<file path="config.mk">
export PLATFORM = sky130hd
export DESIGN_NAME = psum_feedback_buffer
export DESIGN_NICKNAME = d
export VERILOG_FILES = /design/src/rtl/psum_feedback_buffer.sv
export SDC_FILE = /design/constraint.sdc
export NUM_CORES = 2
export LEC_CHECK = 0
export CELL_PAD_IN_SITES_DETAIL_PLACEMENT = 2
export CELL_PAD_IN_SITES_GLOBAL_PLACEMENT = 2
export CORE_MARGIN = 4
export CORE_UTILIZATION = 45
export DETAILED_ROUTE_END_ITERATION = 6
export PLACE_DENSITY = 0.85
export SYNTH_ARGS = -nofsm -noshare
export SYNTH_HDL_FRONTEND = slang
export SYNTH_SLANG_ARGS = --single-unit
export TNS_END_PERCENT = 100
</file>
<file path="constraint.sdc">
create_clock -name clk -period 4.7 [get_ports clk]
set_input_delay 0.47 -clock clk [delete_from_list [all_inputs] [get_ports clk]]
set_output_delay 0.47 -clock clk [all_outputs]
set_load 0.05 [all_outputs]
</file>
<file path="src/rtl/psum_feedback_buffer.sv">
// Partial-sum feedback store for the convolution accumulator: holds one word per output pixel
// across input-channel passes, selects bias vs. stored sum, and emits final sums.
module psum_feedback_buffer #(
  parameter int unsigned DATA_WIDTH              = 32,
  parameter int unsigned IFM_SIZE_NEXT           = 10,
  parameter int unsigned IFM_DEPTH               = 3,
  parameter int unsigned ADDRESS_SIZE_NEXT_IFM   = $clog2(IFM_SIZE_NEXT * IFM_SIZE_NEXT),
  parameter int unsigned NUMBER_OF_BITS_CHANNELS = $clog2(IFM_DEPTH) + 1
) (
  input  logic                             clk,
  input  logic                             reset,
  input  logic                             start,
  input  logic                             conv_valid,
  input  logic [DATA_WIDTH-1:0]            accu_data_in,
  output logic                             accu_enable,
  output logic [DATA_WIDTH-1:0]            data_in_from_next,
  output logic                             out_valid,
  output logic [DATA_WIDTH-1:0]            out_data,
  output logic [ADDRESS_SIZE_NEXT_IFM-1:0] out_addr,
  output logic                             busy,
  output logic                             done
);

  localparam int unsigned NumPix = IFM_SIZE_NEXT * IFM_SIZE_NEXT;
  localparam logic [ADDRESS_SIZE_NEXT_IFM-1:0] LastPix = ADDRESS_SIZE_NEXT_IFM'(NumPix - 1);
  localparam logic [NUMBER_OF_BITS_CHANNELS-1:0] LastCh =
      NUMBER_OF_BITS_CHANNELS'(IFM_DEPTH - 1);

  typedef enum logic [1:0] {StIdle, StAccum, StDone} state_e;

  state_e                             state_q;
  logic [ADDRESS_SIZE_NEXT_IFM-1:0]   pix_cnt_q;
  logic [NUMBER_OF_BITS_CHANNELS-1:0] ch_cnt_q;
  logic                               out_valid_q;
  logic [DATA_WIDTH-1:0]              out_data_q;
  logic [ADDRESS_SIZE_NEXT_IFM-1:0]   out_addr_q;
  logic                               done_q;

  logic [DATA_WIDTH-1:0] mem [NumPix];

  logic accept;
  logic last_pix;
  logic last_ch;

  assign accept   = (state_q == StAccum) && conv_valid;
  assign last_pix = (pix_cnt_q == LastPix);
  assign last_ch  = (ch_cnt_q == LastCh);

  // No reset on the RAM: channel 0 always overwrites before any later pass reads.
  always_ff @(posedge clk) begin
    if (accept) begin
      mem[pix_cnt_q] <= accu_data_in;
    end
  end

  always_ff @(posedge clk or negedge reset) begin
    if (!reset) begin
      state_q     <= StIdle;
      pix_cnt_q   <= '0;
      ch_cnt_q    <= '0;
      out_valid_q <= 1'b0;
      out_data_q  <= '0;
      out_addr_q  <= '0;
      done_q      <= 1'b0;
    end else begin
      out_valid_q <= 1'b0;
      done_q      <= 1'b0;
      case (state_q)
        StIdle: begin
          if (start) begin
            state_q   <= StAccum;
            pix_cnt_q <= '0;
            ch_cnt_q  <= '0;
          end
        end
        StAccum: begin
          if (conv_valid) begin
            if (last_ch) begin
              out_valid_q <= 1'b1;
              out_data_q  <= accu_data_in;
              out_addr_q  <= pix_cnt_q;
            end
            if (last_pix) begin
              pix_cnt_q <= '0;
              if (last_ch) begin
                state_q <= StDone;
              end else begin
                ch_cnt_q <= ch_cnt_q + NUMBER_OF_BITS_CHANNELS'(1);
              end
            end else begin
              pix_cnt_q <= pix_cnt_q + ADDRESS_SIZE_NEXT_IFM'(1);
            end
          end
        end
        StDone: begin
          done_q  <= 1'b1;
          state_q <= StIdle;
        end
        default: state_q <= StIdle;
      endcase
    end
  end

  // Asynchronous read sees the pre-edge contents, i.e. the previous pass's value.
  assign busy              = (state_q == StAccum);
  assign accu_enable       = busy && (ch_cnt_q != '0);
  assign data_in_from_next = busy ? mem[pix_cnt_q] : '0;

  assign out_valid = out_valid_q;
  assign out_data  = out_data_q;
  assign out_addr  = out_addr_q;
  assign done      = done_q;

endmodule

</file>
==> flow_metrics.tcl, run 1 <==
set metrics [dict create \
    async_flop_share_pct 1.629 \
    clock-sinks 3253 \
    syn_area_sq_um 125000 \
    place_congestion 0.9411 \
    rows 193 \
    synth_edf_count 3200 \
    dieWidth_um 535.0 \
    cts_max_path_buffers 4 \
    hpwl_um 408900 \
    synth.avg_cell_area_sq_um 17.28 \
    ys_seq_elements 3253 \
    haltStage "5_1_grt" \
    htreeDepth 5 \
    antenna_found_initial 204 \
    yosysWarnings 0 \
    syn_nets 7271 \
    ioPinCount 111 \
    syn-instance-count 7231 \
    cts_buffers 341 \
    synth_seq_area_share_pct 77.95 \
    cts-root-buf "clkbuf_16" \
    ys.flop_type "edfxtp_1" \
    overflow 156 \
    start_util_pct 45.20 \
    grtUsageTotal_pct 74.29 \
    die_y_um 535.0 \
    worstEpCategory "top-level output" \
    portBuffers 110 \
    place_area_sq_um 135300 \
    grt_max_degree 102 \
    grt-worst-endpoint "data_in_from_next[10]" \
    tool.error "[ERROR GRT-0232] Routing congestion too high. Check the congestion heatmap in the GUI." \
    ys_types 81 \
    place_ws_ps -373.9 \
    status "stopped before the end" \
]
## logic make-up after synthesis
logic type	after synthesis	share of synthesized area, %
adder cells (fa/ha/maj)	4	0.04005
buffers and inverters	554	2.337
AO/OA/AOI/OAI	1917	11.10
multiplexers	488	5.153
flip-flops	3253	77.95
AND/OR/NAND/NOR	1015	3.417
## cell usage after synthesis, types with 7 or more instances
library cell / number / area, sq um
a2111oi_0: 7 / 61.31
nand3_1: 39 / 195.2
buf_1: 55 / 206.5
o211ai_1: 28 / 210.2
a31oi_1: 46 / 287.8
a211oi_1: 13 / 97.59
nand4_1: 12 / 75.07
nor4_1: 7 / 43.79
clkbuf_1: 147 / 551.8
or3_1: 14 / 87.58
mux4_2: 111 / 2500
o32ai_1: 24 / 210.2
o2111ai_1: 8 / 70.07
buf_6: 35 / 394.1
inv_1: 7 / 26.28
o22ai_1: 131 / 819.5
and2_1: 10 / 62.56
edfxtp_1: 3200 / 96090
a221oi_1: 299 / 2619
a222oi_1: 128 / 1281
mux2i_1: 268 / 2683
mux2_2: 107 / 1205
dfrtp_1: 53 / 1326
buf_2: 234 / 1171
o2bb2ai_1: 31 / 271.5
buf_4: 70 / 525.5
a221o_1: 36 / 360.4
o21ai_0: 275 / 1376
o22a_1: 14 / 122.6
a22o_1: 55 / 481.7
nor3_1: 64 / 320.3
nor2b_1: 41 / 256.5
a21o_1: 10 / 75.07
o31ai_1: 19 / 142.6
nand2b_1: 10 / 62.56
a41oi_1: 17 / 148.9
nand2_1: 480 / 1802
a22oi_1: 354 / 2658
nor2_1: 312 / 1171
a21oi_1: 309 / 1546
o221ai_1: 45 / 394.1
## stage by stage
step	cells	TNS (ps)	hold slack, ps
floorplan	7231	0	174.4
global placement	11130	-838.3	489.6
detailed placement	11130	-1526	498.1
CTS	11870	-4826	34.51
## layer usage
metal  overflow  GRT usage [%]
met5          0          48.48
met4         68          71.55
met3          1          64.36
met2         87          85.67
met1          0          74.35
## repair_timing
action / 4_1_cts
buffers inserted: 99
hold buffers: 1
pin swaps: 76
gates resized for setup: 483
hold endpoints to repair: 53
gates cloned: 30
setup endpoints to repair: 32
==> run 2, diff against run 1 <==
- CELL_PAD_IN_SITES_DETAIL_PLACEMENT: 2 -> default
- CELL_PAD_IN_SITES_GLOBAL_PLACEMENT: 2 -> default
- CORE_UTILIZATION: 45 -> 30
- PLACE_DENSITY: 0.85 -> default
- PLACE_DENSITY_LB_ADDON: default -> 0.15
==> flow_metrics.tcl, run 2 <==
set metrics [dict create \
    finalCriticalPeriod_ps 5023 \
    rsz0062_at_grt "true" \
    seqPwrFrac_pct 34.1 \
    place_congestion 0.8480 \
    yosys-top-cells-count "edfxtp_1 (3200), nand2_1 (480), a22oi_1 (354), nor2_1 (312), a21oi_1 (309)" \
    ioPinCount 111 \
    overflow 0 \
    cp_slowest_stage_delay_ps 680 \
    largest_register_ffs 3200 \
    portBuffers 110 \
    regMostFlops "mem" \
    synth.most_common_cell "edfxtp_1" \
    layout_common_cells "edfxtp_1 (3200), buf_4 (636), nand2_1 (464)" \
    final_area_sq_um 155800 \
    wl_per_cell_um 40.33 \
    final_util_pct 37.62 \
    met2_usage_pct 39.23 \
    routed_wl_um 559800 \
    switchingPower_mw 35.59 \
    violations "design-rule violations, negative setup slack" \
    cp.arrival_ps 4550 \
    synth.largest_area_cell "edfxtp_1" \
    max_freq_mhz 199.1 \
    worstSetupStartpointType "flip-flop" \
    antenna_left 0 \
    hpwl_um 331200 \
    start_util_pct 30.19 \
    period_share_pct 106.9 \
    synth.avg_cell_area_sq_um 17.28 \
    swShare_pct 37.19 \
    worst_pin_slew_ps 1197 \
    dieWidth_um 653.4 \
    finalWorstSetupSlack_ps -322.6 \
    gr-usage-met3_pct 4.638 \
    ys.flop_type "edfxtp_1" \
    synth_edf_count 3200 \
    crit_slowest_cell "a222oi_1" \
    dr.pass1.iters 7 \
    crit_chain "buf_12 -> buf_16 -> and2_4 -> buf_12 -> buf_16 -> a221o_1 -> a222oi_1 -> o21ai_1 -> a221o_2 -> o31a_1 -> buf_12" \
    slew_viol_final 0 \
    ys_seq_elements 3253 \
    cts-root-buf "clkbuf_16" \
    yosysWarnings 0 \
    cts_tree "yes" \
    cp.required_ps 4230 \
    timing_worst_setup_path_type "flip-flop to output pin" \
    syn-instance-count 7231 \
    grtUsageTotal_pct 25.28 \
    htreeDepth 5 \
    p_per_area_nw_per_um2 614.5 \
    final_common_cell "edfxtp_1" \
    cts_max_path_buffers 4 \
    drive_above_1_share_pct 25.76 \
    grt_pass1_wl_um 730900 \
    grtUsageMet1_pct 35.09 \
    cp-end-kind "output pin" \
    nNetsFinal 8137 \
    busiest_layer "met2" \
    timing.max_cap.violations 0 \
    crit_fanout 6 \
    path_buf_inv 5 \
    die_y_um 653.4 \
    hold_violations 0 \
    cts_buffers 365 \
    syn2layout_area_growth_pct 24.63 \
    antenna_found_initial 55 \
    critical-path-top-delay-family "compound AO/OA/AOI/OAI gates" \
    power_frac_comb_pct 37.1 \
    vias_per_cell 5.799 \
    setup-violations-final 14 \
    ir_drop_mv 0.4404 \
    synth_top_area_share_pct 76.89 \
    syn_nets 7271 \
    ys_types 81 \
    relSlewSlack_pct 20.23 \
    grt_max_degree 102 \
    clock-sinks 3253 \
    num_vias 80480 \
    insertion_delay_ps 970 \
    cts.clk_slew.worst_paths_ps 60 \
    cpMostUsedCell "buf_12" \
    syn_area_sq_um 125000 \
    hold_class "primary input to flip-flop" \
    rows 236 \
    status "finished with violations" \
    async_flop_share_pct 1.629 \
    dieArea_sq_um 427000 \
    place_area_sq_um 138400 \
    grt_pass1_vias 75580 \
    core_area_sq_um 414000 \
    drt_iter0_markers 12400 \
    p_clk_share_pct 28.7 \
    p_int_mw 60.12 \
    p_leak_nw 49.81 \
    synth_area_leaders "edfxtp_1 (77%), mux2i_1 (2.1%), a22oi_1 (2.1%)" \
    drcViolationCount 3 \
    synth_seq_area_share_pct 77.95 \
    skew_ps 65.31 \
]
[run 2: cell counts after synthesis]
No cell type changed its count.
[run 2: worst reg2reg max path, delay by kind of cell (launching register included)]
family,cells,cell delay (ps)
flops,1,470
buf+inv,3,1350
simple gates,4,2070
[run 2: through the flow]
step	hold WS, ps	instances	setup slack, ps	power, mW	TNS, ps
2_1_floorplan	174.4	7231	1073	45.93	0
3_3_place_gp	488.6	12970	-635.0	63.43	-2515
3_5_place_dp	493.9	12970	-696.3	63.37	-2413
4_1_cts	22.56	13780	-300.4	94.06	-3439
5_1_grt	39.11	13870	-287.4	97.76	-2434
6_report	45.43	13880	-322.6	95.71	-1929
[run 2: worst paths after layout]
check                                      from                    end  slack (ps)  cells after the start
min in group asynchronous                 reset                   done         170                      2
worst max-delay path               pix_cnt_q[1]  data_in_from_next[17]        -320                     11
worst min register to register     out_data[28]           out_data[28]         500                      1
worst min-delay path            accu_data_in[1]             mem[73][1]          50                      1
worst max register to register       state_q[1]            mem[19][22]         350                      7
max in group asynchronous                 reset           pix_cnt_q[0]        3790                      2
[run 2: repair_timing]
action | in CTS | in global routing
setup buffers | 121 | 89
pin swaps | 79 | 111
hold buffers | 6 | 0
setup endpoints to repair | 32 | 32
gates cloned | 22 | 12
hold endpoints to repair | 116 | 0
resized for setup | 432 | 247
[run 2: cell families (layout without fill, tap and decap cells)]
family	after synthesis	count (layout)	share of synthesized area, %
simple gates	1015	1017	3.417
buf+inv	554	1714	2.337
fa+ha+maj	4	4	0.04005
compound gates	1917	1917	11.10
other cells	0	12	0
flops	3253	3253	77.95
mux	488	488	5.153
[run 2: layout make-up]
type | count | area [sq um]
Clock inverter | 190 | 1494
Timing Repair Buffer | 1040 | 12260
Antenna cell | 12 | 30.03
Fill cell | 38370 | 258200
Sequential cell | 3253 | 97440
Tap cell | 5474 | 6849
Inverter | 11 | 91.34
Clock buffer | 473 | 9757
Multi-Input combinational cell | 3426 | 27830
[run 2: per-layer routing]
layer	vias up	wire [um]
li1	31570	-
met4	12	26250
met3	824	52120
met2	4760	253600
met5	-	79
met1	43320	227700
[run 2: power by group through the flow]
stage               logic (mW)  clock network [mW]  registers (mW)
detailed placement        30.0                   0            33.3
CTS                       33.6                27.8            32.7
global placement          30.1                   0            33.3
floorplan                 12.5                   0            33.4
finish                    35.5                27.5            32.7
global route              35.9                29.1            32.7
(Power assumes the default switching activity.)
